==> config.mk <==
export PLATFORM = sky130hd
export DESIGN_NAME = ysyx_220053_ifu
export DESIGN_NICKNAME = d
export VERILOG_FILES = /design/src/rtl/ysyx_220053_ifu_pkg.sv /design/src/rtl/ysyx_220053_fetch_fifo.sv /design/src/rtl/ysyx_220053_ifu.sv
export SDC_FILE = /design/constraint.sdc
export NUM_CORES = 1
export LEC_CHECK = 0
export BUFFER_PORTS_ARGS = -buffer_cell sky130_fd_sc_hd__buf_2
export CORE_ASPECT_RATIO = 0.5
export CORE_MARGIN = 5
export CORE_UTILIZATION = 25
export CTS_CLUSTER_DIAMETER = 50
export DETAILED_ROUTE_END_ITERATION = 10
export PLACE_DENSITY = 0.47
export SYNTH_ARGS = -nofsm -noshare
export SYNTH_HDL_FRONTEND = slang
export SYNTH_SLANG_ARGS = --single-unit
==> constraint.sdc <==
create_clock -name clk -period 11.4 [get_ports clk]
set_clock_uncertainty 0.2 [all_clocks]
set_input_delay 1.14 -clock clk [delete_from_list [all_inputs] [get_ports clk]]
set_output_delay 1.14 -clock clk [all_outputs]
set_load 0.05 [all_outputs]
==> src/rtl/ysyx_220053_ifu_pkg.sv <==
// rtl/ysyx_220053_ifu_pkg.sv - shared fetch/decode widths, reset vector and fetch-entry type
package ysyx_220053_ifu_pkg;

    localparam int XLEN = 64;
    localparam int ILEN = 32;
    localparam logic [XLEN-1:0] DEFAULT_RESET_PC = 64'h0000_0000_8000_0000;

    typedef struct packed {
        logic [XLEN-1:0] pc;
        logic [ILEN-1:0] inst;
    } fetch_entry_t;

endpackage

==> src/rtl/ysyx_220053_fetch_fifo.sv <==
// rtl/ysyx_220053_fetch_fifo.sv - power-of-two instruction buffer with flush and same-cycle push/pop
module ysyx_220053_fetch_fifo #(
    parameter int DEPTH = 2,
    parameter int WIDTH = 96,
    localparam int AW = $clog2(DEPTH),
    localparam int CW = AW + 1
) (
    input  logic             clk,
    input  logic             rst,
    input  logic             flush,
    input  logic             push,
    input  logic [WIDTH-1:0] push_data,
    input  logic             pop,
    output logic [WIDTH-1:0] pop_data,
    output logic [CW-1:0]    count,
    output logic             empty
);

    logic [WIDTH-1:0] mem [DEPTH];
    logic [AW-1:0]    rd_ptr;
    logic [AW-1:0]    wr_ptr;
    logic             full;
    logic             do_push;
    logic             do_pop;

    assign empty    = (count == '0);
    assign full     = (count == CW'(DEPTH));
    // At full a push is only legal when the head leaves in the same cycle.
    assign do_pop   = pop && !empty;
    assign do_push  = push && (!full || do_pop);
    assign pop_data = empty ? '0 : mem[rd_ptr];

    always_ff @(posedge clk) begin
        if (rst || flush) begin
            rd_ptr <= '0;
            wr_ptr <= '0;
            count  <= '0;
        end else begin
            if (do_push) wr_ptr <= wr_ptr + AW'(1);
            if (do_pop)  rd_ptr <= rd_ptr + AW'(1);
            case ({do_push, do_pop})
                2'b10:   count <= count + CW'(1);
                2'b01:   count <= count - CW'(1);
                default: count <= count;
            endcase
        end
    end

    always_ff @(posedge clk) begin
        if (do_push && !flush && !rst) mem[wr_ptr] <= push_data;
    end

endmodule

==> src/rtl/ysyx_220053_ifu.sv <==
// rtl/ysyx_220053_ifu.sv - instruction fetch: PC, credit-limited imem requests, redirect discard, sticky halt
module ysyx_220053_ifu
    import ysyx_220053_ifu_pkg::*;
#(
    parameter logic [XLEN-1:0] RESET_PC        = DEFAULT_RESET_PC,
    parameter int              FIFO_DEPTH      = 2,
    parameter int              MAX_OUTSTANDING = 2
) (
    input  logic            clk,
    input  logic            rst,
    input  logic            redirect_valid,
    input  logic [XLEN-1:0] redirect_pc,
    input  logic            halt,
    output logic            imem_req_valid,
    input  logic            imem_req_ready,
    output logic [XLEN-1:0] imem_req_addr,
    input  logic            imem_resp_valid,
    input  logic [ILEN-1:0] imem_resp_data,
    output logic            inst_valid,
    input  logic            inst_ready,
    output logic [ILEN-1:0] inst_o,
    output logic [XLEN-1:0] pc_o
);

    localparam int CW = $clog2(FIFO_DEPTH) + 1;

    logic [XLEN-1:0] pc;
    logic [XLEN-1:0] resp_pc;
    logic [XLEN-1:0] redirect_target;
    logic [CW-1:0]   outstanding;
    logic [CW-1:0]   discard;
    logic [CW-1:0]   fifo_count;
    logic            halted;
    logic            credit_ok;
    logic            fire;
    logic            push;
    logic            fifo_empty;
    fetch_entry_t    push_entry;
    fetch_entry_t    head_entry;

    assign redirect_target = redirect_pc & ~64'h3;

    // Credits cover both in-flight beats and buffered entries, so responses always find room.
    assign credit_ok = (({1'b0, outstanding} + {1'b0, fifo_count}) < (CW+1)'(FIFO_DEPTH))
                    && (outstanding < CW'(MAX_OUTSTANDING));

    assign imem_req_valid = !rst && !halted && !halt && !redirect_valid && credit_ok;
    assign imem_req_addr  = pc;
    assign fire           = imem_req_valid && imem_req_ready;

    assign push            = imem_resp_valid && (discard == '0) && !redirect_valid;
    assign push_entry.pc   = resp_pc;
    assign push_entry.inst = imem_resp_data;

    always_ff @(posedge clk) begin
        if (rst) begin
            pc          <= RESET_PC;
            resp_pc     <= RESET_PC;
            outstanding <= '0;
            discard     <= '0;
            halted      <= 1'b0;
        end else begin
            if (halt) halted <= 1'b1;

            case ({fire, imem_resp_valid})
                2'b10:   outstanding <= outstanding + CW'(1);
                2'b01:   outstanding <= outstanding - CW'(1);
                default: outstanding <= outstanding;
            endcase

            if (redirect_valid) begin
                // Everything still in flight belongs to the old stream; this cycle's beat is dropped too.
                pc      <= redirect_target;
                resp_pc <= redirect_target;
                discard <= outstanding - (imem_resp_valid ? CW'(1) : CW'(0));
            end else begin
                if (fire) pc <= pc + 64'd4;
                if (imem_resp_valid) begin
                    if (discard != '0) discard <= discard - CW'(1);
                    else               resp_pc <= resp_pc + 64'd4;
                end
            end
        end
    end

    ysyx_220053_fetch_fifo #(
        .DEPTH (FIFO_DEPTH),
        .WIDTH ($bits(fetch_entry_t))
    ) u_fetch_fifo (
        .clk       (clk),
        .rst       (rst),
        .flush     (redirect_valid),
        .push      (push),
        .push_data (push_entry),
        .pop       (inst_ready),
        .pop_data  (head_entry),
        .count     (fifo_count),
        .empty     (fifo_empty)
    );

    assign inst_valid = !fifo_empty;
    assign inst_o     = head_entry.inst;
    assign pc_o       = head_entry.pc;

    always_ff @(posedge clk) begin
        if (!rst) begin
            assert (outstanding <= CW'(MAX_OUTSTANDING));
            assert (({1'b0, fifo_count} + {1'b0, outstanding}) <= (CW+1)'(FIFO_DEPTH));
            assert (discard <= outstanding);
        end
    end

endmodule
==> metrics, run 1 <==
clock buffer depth=3; post-cts sizing count=0; vias in the first global route=11.07k; largest family of logic cells by synthesized area=simple AND/OR/NAND/NOR gates; Crit path largest cell delay=950 ps; worst-skew pair later-pin latency=540 ps; FF-to-FF path depth=7; post-layout minimum cycle time=4361 ps; CP Capture Type=output pin; worst r2r src=discard[0]; Tot Pwr=2.851 mW; Post-synth ARST share=0%; CP Data Required Time=10060 ps; worst path buffer plus inverter count=2; most common cell after layout, fill and taps aside=buf_2; hold buffers post-CTS=0; DPL Wire Length=34480 um; Synth Area in XOR/XNOR=4.840%; Final #Nets=1721; Via density=4.838; CP Depth=4; CTS tree=done; Clock Sinks=322; Synth Flop Type=edfxtp_1; Avg Synthesized Cell Area=10.63 sq um; TNS Setup=0 ps; Die Y=181.2 um; layout cells sized above 1=21.60%; Seq/Total Area, Yosys=56.81%; # rows=62; mux contribution to synthesized area=7.383%; CP max-delay cell=dfxtp_4; status=complete, no violations; Cells after Synth=1379; part of the power in the clock network=43.7%; Flop pwr share=46.6%; core area=57720 sq um; Worst-path clk slew=60 ps; Tcrit/Tclk final=38.25%; Setup crit start kind=flip-flop; Hold Path Origin=halted; final hold violations=0; total vias in the final route=11.66k; die area=63870 sq um; initial core utilization=25.40%; GPL Wtd Cong=0.8253; Hold EP=halted; max-slew violation count=0; worst vdd ir=0.08327 mV; WL per Instance=20.33 um; Crit Path Category=flip-flop to output pin; Post-synth EDFFs=188; TritonCTS Buffers=38; first-pass GRT wire length=72110 um; Sw Ratio=26.63%; Setup Fix Bufs, Post-CTS=0; Comb pwr share=9.7%; TritonRoute pass-1 iters=5; r2r setup slk=7980 ps; reg2reg end=u_fetch_fifo.mem[0][23]; worst hold path cell count=2; Synthesis Warnings=0; post-route ant nets=0; Internal=2.092 mW; Port Buffers=258; DR iter-0 viols=697; fin area=18010 sq um; RSZ-0062 raised after global routing=no; post-synth cell types=60; class of the worst hold path=flip-flop to flip-flop; mapped cell area=14660 sq um; Post-Synth Adder-Cell Area=0.6487%; Seq cells post-synth=322; clk root buf=clkbuf_16; number of I/O pins=265; maximum clock rate=229.3 MHz; cell family with most CP delay=buffers and inverters; Tightest Pin Transition=1108 ps; residual DRC count=0; CP Cell Sequence=buf_4 -> mux2i_1 -> nor2_1 -> buf_2; endpoints failing setup=0; CP arrival=3020 ps; net switching power=0.7593 mW; LEAKAGE=6.452 nW; pwr dens=158.3 nW/um^2; largest net degree at the start of global routing=88; Routed WL=49010 um; Synth Area in Compound Gates=9.321%; area of placed instances=16730 sq um; Worst slew margin=25.59%; max_cap viols=0; H-Tree Depth=2; Worst Path Max Fanout=49; GRT Residual Overflow=0; Post-Synth Simple-Gate Area=18.09%; most frequent cells in the layout=buf_2 (257), nor2_1 (198), edfxtp_1 (188), dfxtp_1 (133), mux2i_1 (107); Die X=352.5 um; initial antenna violation count=5; Layout area overhead=22.86%; GRT Util Overall=14.63%
==> worst max-delay path by stage <==
stage	from	end	slack (ps)
after detailed placement	redirect_valid	u_fetch_fifo.mem[0][24]	7010
final	flip-flop	inst_o[28]	7040
after CTS	flip-flop	inst_o[28]	6840
after global placement	redirect_valid	imem_req_addr[53]	6990
after global routing	flip-flop	inst_o[28]	6780
after floorplan	imem_resp_valid	u_fetch_fifo.mem[1][0]	2010
==> stage by stage <==
| stage | utilization (%) | hold WS [ps] | instances | setup slack [ps] |
|---|---|---|---|---|
| after detailed placement | 29.00 | 258.5 | 2339 | 7009 |
| after global placement | 29.00 | 253.7 | 2339 | 6990 |
| after global routing | 31.20 | 314.1 | 2411 | 6781 |
| final | 31.20 | 273.2 | 2411 | 7039 |
| after CTS | 31.19 | 273.0 | 2407 | 6841 |
| after floorplan | - | 225.6 | 1382 | 2014 |
==> logic make-up (layout without fill, tap and decap cells) <==
kind of cell / after synthesis / after routing
other cells: 1 / 8
flops: 322 / 322
compound gates: 219 / 219
mux: 108 / 108
fa+ha+maj: 7 / 7
buf+inv: 108 / 365
xor+xnor: 81 / 81
simple gates: 533 / 533
==> power by group through the flow <==
stage | logic [mW] | registers, mW | clock network [mW]
floorplan | 0.145 | 1.38 | 0
global placement | 0.279 | 1.35 | 0
detailed placement | 0.280 | 1.35 | 0
CTS | 0.281 | 1.33 | 1.28
global route | 0.298 | 1.33 | 1.33
finish | 0.278 | 1.33 | 1.24
==> layer usage <==
metal	global-route usage (%)	routed length (um)
met5	0	16
met4	5.190	1580
met3	3.184	2432
met2	24.04	23170
met1	19.11	21800
==> synthesized netlist by cell type, types with 5 or more instances <==
| library cell | n | share of area (%) |
|---|---|---|
| nand4_1 | 53 | 2.3 |
| a31oi_1 | 25 | 1.1 |
| mux2i_1 | 107 | 7.3 |
| ha_1 | 6 | 0.51 |
| o311ai_0 | 5 | 0.30 |
| and4_1 | 11 | 0.66 |
| and2_1 | 11 | 0.47 |
| a211oi_1 | 29 | 1.5 |
| nand2_1 | 91 | 2.3 |
| inv_1 | 24 | 0.61 |
| nor3_1 | 34 | 1.2 |
| o211ai_1 | 8 | 0.41 |
| a21boi_0 | 5 | 0.26 |
| nor2_1 | 200 | 5.1 |
| o22ai_1 | 17 | 0.73 |
| o21ai_0 | 42 | 1.4 |
| buf_1 | 13 | 0.33 |
| nand3_1 | 48 | 1.6 |
| nor4_1 | 17 | 0.73 |
| a21oi_1 | 59 | 2.0 |
| dfxtp_1 | 134 | 18 |
| or3_1 | 10 | 0.43 |
| a22oi_1 | 6 | 0.31 |
| clkbuf_1 | 65 | 1.7 |
| xnor2_1 | 39 | 2.3 |
| xor2_1 | 42 | 2.5 |
| edfxtp_1 | 188 | 39 |
| and3_1 | 27 | 1.2 |
==> area by class of cell <==
type / instances / area (sq um)
Multi-Input combinational cell: 952 / 5944
Tap cell: 768 / 960.9
Timing Repair Buffer: 273 / 1406
Fill cell: 6045 / 39710
Clock buffer: 49 / 1033
Inverter: 24 / 91.34
Sequential cell: 322 / 8332
Clock inverter: 19 / 231.5
Antenna cell: 4 / 10.01
==> state kept, by name (all words and copies together) (netlist names), named ones only <==
register / flops
discard: 2
halted: 1
imem_req_addr: 62
outstanding: 2
resp_pc: 62
u_fetch_fifo.count: 2
u_fetch_fifo.mem: 188
u_fetch_fifo.rd_ptr: 1
u_fetch_fifo.wr_ptr: 1
==> worst register-to-register path: cells and delay by family, from the launching register on <==
kind	cells	cell delay, ps
flip-flops	1	310
AND/OR/NAND/NOR	3	900
adder cells (fa/ha/maj)	1	200
buffers and inverters	3	1380
No activity file was read; power rests on OpenSTA's default activity.
==> run 2, diff against run 1 <==
- PLACE_DENSITY: 0.47 -> 0.49
- clock period: 11.4 -> 3.6 ns (I/O delays scaled with it)
==> run 2 against run 1 <==
Against the previous run: critical path depth increased by 4; clock power increased to 3.2 times the previous value; largest power group unchanged; highest routed layer is now met4; largest cell class unchanged; clock-buffer cell count decreased by 3.
==> metrics, run 2 (same netlist as run 1, synthesis figures left out) <==
status=complete, no violations; CP max-delay cell=dfxtp_1; class of the worst hold path=input pin to flip-flop; # rows=62 (unchanged); FF-to-FF path depth=8 (+1); worst path buffer plus inverter count=1 (-1); number of I/O pins=265 (unchanged); Biggest register=u_fetch_fifo.mem; Via density=4.773 (-1.3%); largest net degree at the start of global routing=80 (-9.1%); WL per Instance=19.69 um (-3.1%); most common cell after layout, fill and taps aside=buf_2; Worst setup endpoint=imem_req_addr[45]; max-slew violation count=0 (unchanged); Final #Nets=1823 (+5.9%); r2r setup slk=410 ps (-7570 ps); Tcrit/Tclk final=88.68%; CTS tree=done; vias in the first global route=11.35k (+2.5%); layout cells sized above 1=21.18% (-0.42 points); TNS Setup=0 ps (unchanged); max reg flops=188 (unchanged); initial antenna violation count=1 (-4); worst-skew pair later-pin latency=550 ps (about the same); post-layout minimum cycle time=3193 ps; DR iter-0 viols=784 (+12%); Worst-path clk slew=60 ps (about the same); TritonCTS Buffers=37 (-2.6%); post-route ant nets=0 (unchanged); clock buffer depth=3 (unchanged); max_cap viols=0 (unchanged); CP arrival=3390 ps (+370 ps); CP Cell Sequence=and2_1 -> fa_1 -> nor3_1 -> and3_1 -> buf_4 -> nor2_1 -> o21ai_0 -> o311ai_0; maximum clock rate=313.2 MHz; CP Data Required Time=3800 ps (-6260 ps); Die X=352.5 um (unchanged); CP Capture Type=flip-flop; Tightest Pin Transition=905.5 ps (-202.2 ps); DPL Wire Length=34820 um (+0.96%); Clock Sinks=322 (unchanged); Die Y=181.2 um (unchanged); H-Tree Depth=2 (unchanged); Worst slew margin=39.41% (+14 points); Crit Path Category=flip-flop to flip-flop; die area=63870 sq um (unchanged); endpoints failing setup=0 (unchanged); Layout area overhead=30.77%; Tot Pwr=9.181 mW (+220%); core area=57720 sq um (unchanged); pwr dens=479.0 nW/um^2 (+200%); Routed WL=49440 um (+0.88%); Worst Path Max Fanout=14 (-71%); clk root buf=clkbuf_16; GPL Wtd Cong=0.8493 (+2.9%); TritonRoute pass-1 iters=5 (unchanged); CP Depth=8 (+4); LEAKAGE=6.953 nW (+7.8%); first-pass GRT wire length=73370 um (+1.8%); total vias in the final route=11.99k (+2.8%); Setup crit start kind=flip-flop; most frequent cells in the layout=buf_2 (257), nor2_1 (199), edfxtp_1 (188), dfxtp_1 (133), mux2i_1 (107); GRT Util Overall=14.75% (+0.11 points); Port Buffers=258 (unchanged); Core Util, Final=33.21% (+2.0 points); reg2reg end=imem_req_addr[45]; cell family with most CP delay=simple AND/OR/NAND/NOR gates; residual DRC count=0 (unchanged); RSZ-0062 raised after global routing=no; initial core utilization=25.40% (unchanged); CP startpoint=u_fetch_fifo.count[0]; final hold violations=0 (unchanged); Hold Worst Slack=37.23 ps (-236.0 ps); Crit path largest cell delay=490 ps (-460 ps); worst r2r src=u_fetch_fifo.count[0]; GRT Residual Overflow=0 (unchanged); worst vdd ir=0.3545 mV (+330%); Setup Fix Bufs, Post-CTS=0 (unchanged)
run 2: layer usage:
metal | vias to the layer above | wire length (um) | track usage, %
li1 | 5757 | - | -
met1 | 5828 | 21690 | 19.48
met2 | 312 | 23480 | 24.55
met3 | 88 | 2364 | 2.217
met4 | 0 | 1899 | 5.563
met5 | - | 0 | 0
run 2: area by class of cell:
class | count | area (sq um)
Antenna cell | 1 | 2.502
Clock buffer | 46 | 1001
Inverter | 24 | 91.34
Tap cell | 768 | 960.9
Fill cell | 5926 | 38550
Timing Repair Buffer | 376 | 2522
Multi-Input combinational cell | 952 | 5974
Sequential cell | 322 | 8332
Clock inverter | 22 | 285.3
run 2: timing repair:
| item | CTS | global route |
|---|---|---|
| gates resized for setup | 0 | 0 |
| hold buffers | 92 | 0 |
| endpoints found under the hold margin | 167 | 0 |
run 2: tightest hold or removal path: cells and delay by family:
kind / cells / cell delay (ps)
compound gates: 1 / 200
buf+inv: 1 / 90
simple gates: 1 / 80
run 2: worst min path at each step:
| stage | from | endpoint | slack (ps) | cells after the start |
|---|---|---|---|---|
| final | redirect_pc[10] | resp_pc[10] | 40 | 3 |
| after global routing | redirect_pc[10] | resp_pc[10] | 60 | 3 |
| after CTS | redirect_pc[10] | resp_pc[10] | 10 | 3 |
| after detailed placement | halted | halted | 260 | 2 |
| after global placement | halted | halted | 250 | 2 |
| after floorplan | resp_pc[54] | u_fetch_fifo.mem[0][86] | 230 | 0 |
run 2: per-stage QoR:
stage	std cells	setup WS, ps	instance area (sq um)
CTS	2510	417.3	19170
global route	2511	278.9	19170
global placement	2350	482.0	16960
finish	2511	407.5	19170
floorplan	1382	-485.5	14720
detailed placement	2350	468.9	16960
run 2: power breakdown:
group          total (mW)  leakage [nW]  internal [mW]  switching (mW)
combinational       0.984          3.51          0.327           0.657
clock                3.99         0.631           2.37            1.62
sequential           4.20          2.81           4.04           0.168
total                9.18          6.95           6.74            2.45
==> run 3, diff against run 2 <==
- BUFFER_PORTS_ARGS: -buffer_cell sky130_fd_sc_hd__buf_2 -> unset
- CORE_MARGIN: 5 -> 8
- DONT_BUFFER_PORTS: unset -> 1
- PLACE_DENSITY: 0.49 -> 0.5
==> run 3 against run 2 <==
Against the previous run: critical path depth is 1 higher; non-clock buffer count decreased by 109; worst hold slack improved by 4.1 ps; cell area is 1.2% lower; critical endpoint is now imem_req_addr[2]; global-route usage fell by 0.65 points; clock power shrank 7.0%.
==> metrics, run 3 (same netlist as run 1, synthesis figures left out) <==
Biggest register=u_fetch_fifo.mem; endpoints failing setup=0 (unchanged); vias in the first global route=11.16k (-1.7%); GPL Wtd Cong=0.8511 (+0.21%); maximum clock rate=294.4 MHz (-6.0%); post-layout minimum cycle time=3397 ps (+204.6 ps); Layout area overhead=29.22%; DPL Wire Length=34380 um (-1.2%); Via density=4.837 (+1.3%); final hold violations=0 (unchanged); pwr dens=469.0 nW/um^2 (-2.1%); Setup crit start kind=flip-flop; max_cap viols=0 (unchanged); TritonCTS Buffers=38 (+2.7%); max-slew violation count=0 (unchanged); worst path buffer plus inverter count=2 (+1); Port Buffers=0 (-100%); core area=57640 sq um (-0.13%); Final #Nets=1715 (-5.9%); TritonRoute pass-1 iters=6 (+1); Worst-path clk slew=60 ps (about the same); highest metal used=met5; Routed WL=49570 um (+0.28%); WL per Instance=20.59 um (+4.6%); Post-Layout Cell Count=2408 (-4.1%); Worst slew margin=31.58% (-7.8 points); CP Cell Sequence=and2_1 -> fa_1 -> nor3_1 -> and3_2 -> nor2_1 -> buf_4 -> a221oi_1 -> dlygate4sd3_1 -> nor2_1; GRT Util Overall=14.09% (-0.65 points); total vias in the final route=11.65k (-2.8%); CP arrival=3600 ps (+210 ps); CP Capture Type=flip-flop; class of the worst hold path=input pin to flip-flop; worst vdd ir=0.2667 mV (-25%); RSZ-0062 raised after global routing=no; die area=67110 sq um (+5.1%); Core Util, Final=32.86% (-0.35 points); Worst Path Max Fanout=15 (+1); Clock Sinks=322 (unchanged); max reg flops=188 (unchanged); post-route ant nets=0 (unchanged); DR iter-0 viols=999 (+27%); Most common cell on crit path=nor2_1; fin area=18940 sq um (-1.2%); clk root buf=clkbuf_16; status=complete, no violations; cell family with most CP delay=simple AND/OR/NAND/NOR gates; clock buffer depth=3 (unchanged); area of placed instances=16600 sq um (-2.1%); TNS Setup=0 ps (unchanged); residual DRC count=0 (unchanged); # rows=62 (unchanged); CTS tree=done; H-Tree Depth=2 (unchanged); wire length on met3=2342 um (-0.93%); Tightest Pin Transition=1017 ps (+111.5 ps); DRT met1 WL=21320 um (-1.7%); most frequent cells in the layout=nor2_1 (199), edfxtp_1 (188), buf_4 (151), dfxtp_1 (133), dlygate4sd3_1 (109); number of I/O pins=265 (unchanged); worst-skew pair later-pin latency=540 ps (about the same); Crit path largest cell delay=590 ps (+100 ps); LEAKAGE=6.419 nW (-7.7%); initial antenna violation count=6 (+5); met2 wire length=24210 um (+3.1%); Die X=358.5 um (+1.7%); first-pass GRT wire length=73260 um (-0.16%); DP Cell Count=2222 (-5.4%); Die Y=187.2 um (+3.3%); GRT Residual Overflow=0 (unchanged); initial core utilization=25.43% (+0.034 points); CP Data Required Time=3810 ps (about the same); Tcrit/Tclk final=94.36% (+5.7 points); most common cell after layout, fill and taps aside=nor2_1; Tot Pwr=8.884 mW (-3.2%); largest net degree at the start of global routing=117 (+46%); layout cells sized above 1=14.75% (-6.4 points); Crit Path Category=flip-flop to flip-flop; CP max-delay cell=dlygate4sd3_1
-- run 3: final timing paths --
kind	slack [ps]	cells past startpoint	end	start
worst min-delay path	40	2	u_fetch_fifo.rd_ptr	rst
worst min register to register	290	2	halted	halted
worst max-delay path	200	9	imem_req_addr[2]	u_fetch_fifo.count[0]
worst max register to register	200	9	imem_req_addr[2]	u_fetch_fifo.count[0]
-- run 3: power breakdown --
group / internal [mW] / switching (mW)
combinational: 0.330 / 0.653
sequential: 4.04 / 0.149
clock: 2.13 / 1.58
-- run 3: repair_timing --
action | 4_1_cts | 5_1_grt
hold buffers | 111 | 0
gates resized for setup | 0 | 1
setup buffers | 0 | 0
hold endpoints to repair | 208 | 0
endpoints found under the setup margin | 0 | 1
-- run 3: area by class of cell --
type,instances,area [sq um]
Inverter,24,91.34
Timing Repair Buffer,267,2380
Multi-Input combinational cell,952,5981
Tap cell,768,960.9
Sequential cell,322,8332
Fill cell,5784,38700
Antenna cell,6,15.01
Clock inverter,16,133.9
Clock buffer,53,1049
-- run 3: stage by stage --
step           hold WS, ps  worst slack [ps]
2_1_floorplan        225.6            -485.5
3_3_place_gp         243.9             566.8
3_5_place_dp         246.6             482.5
4_1_cts             0.7295             152.4
5_1_grt              29.59             42.72
6_report             41.32             202.9
-- run 3: metal layers --
layer / track usage, % / vias to the layer above
met3: 2.331 / 98
met4: 5.011 / 2
met1: 17.84 / 5672
met5: 0 / -
li1: - / 5555
met2: 24.10 / 320
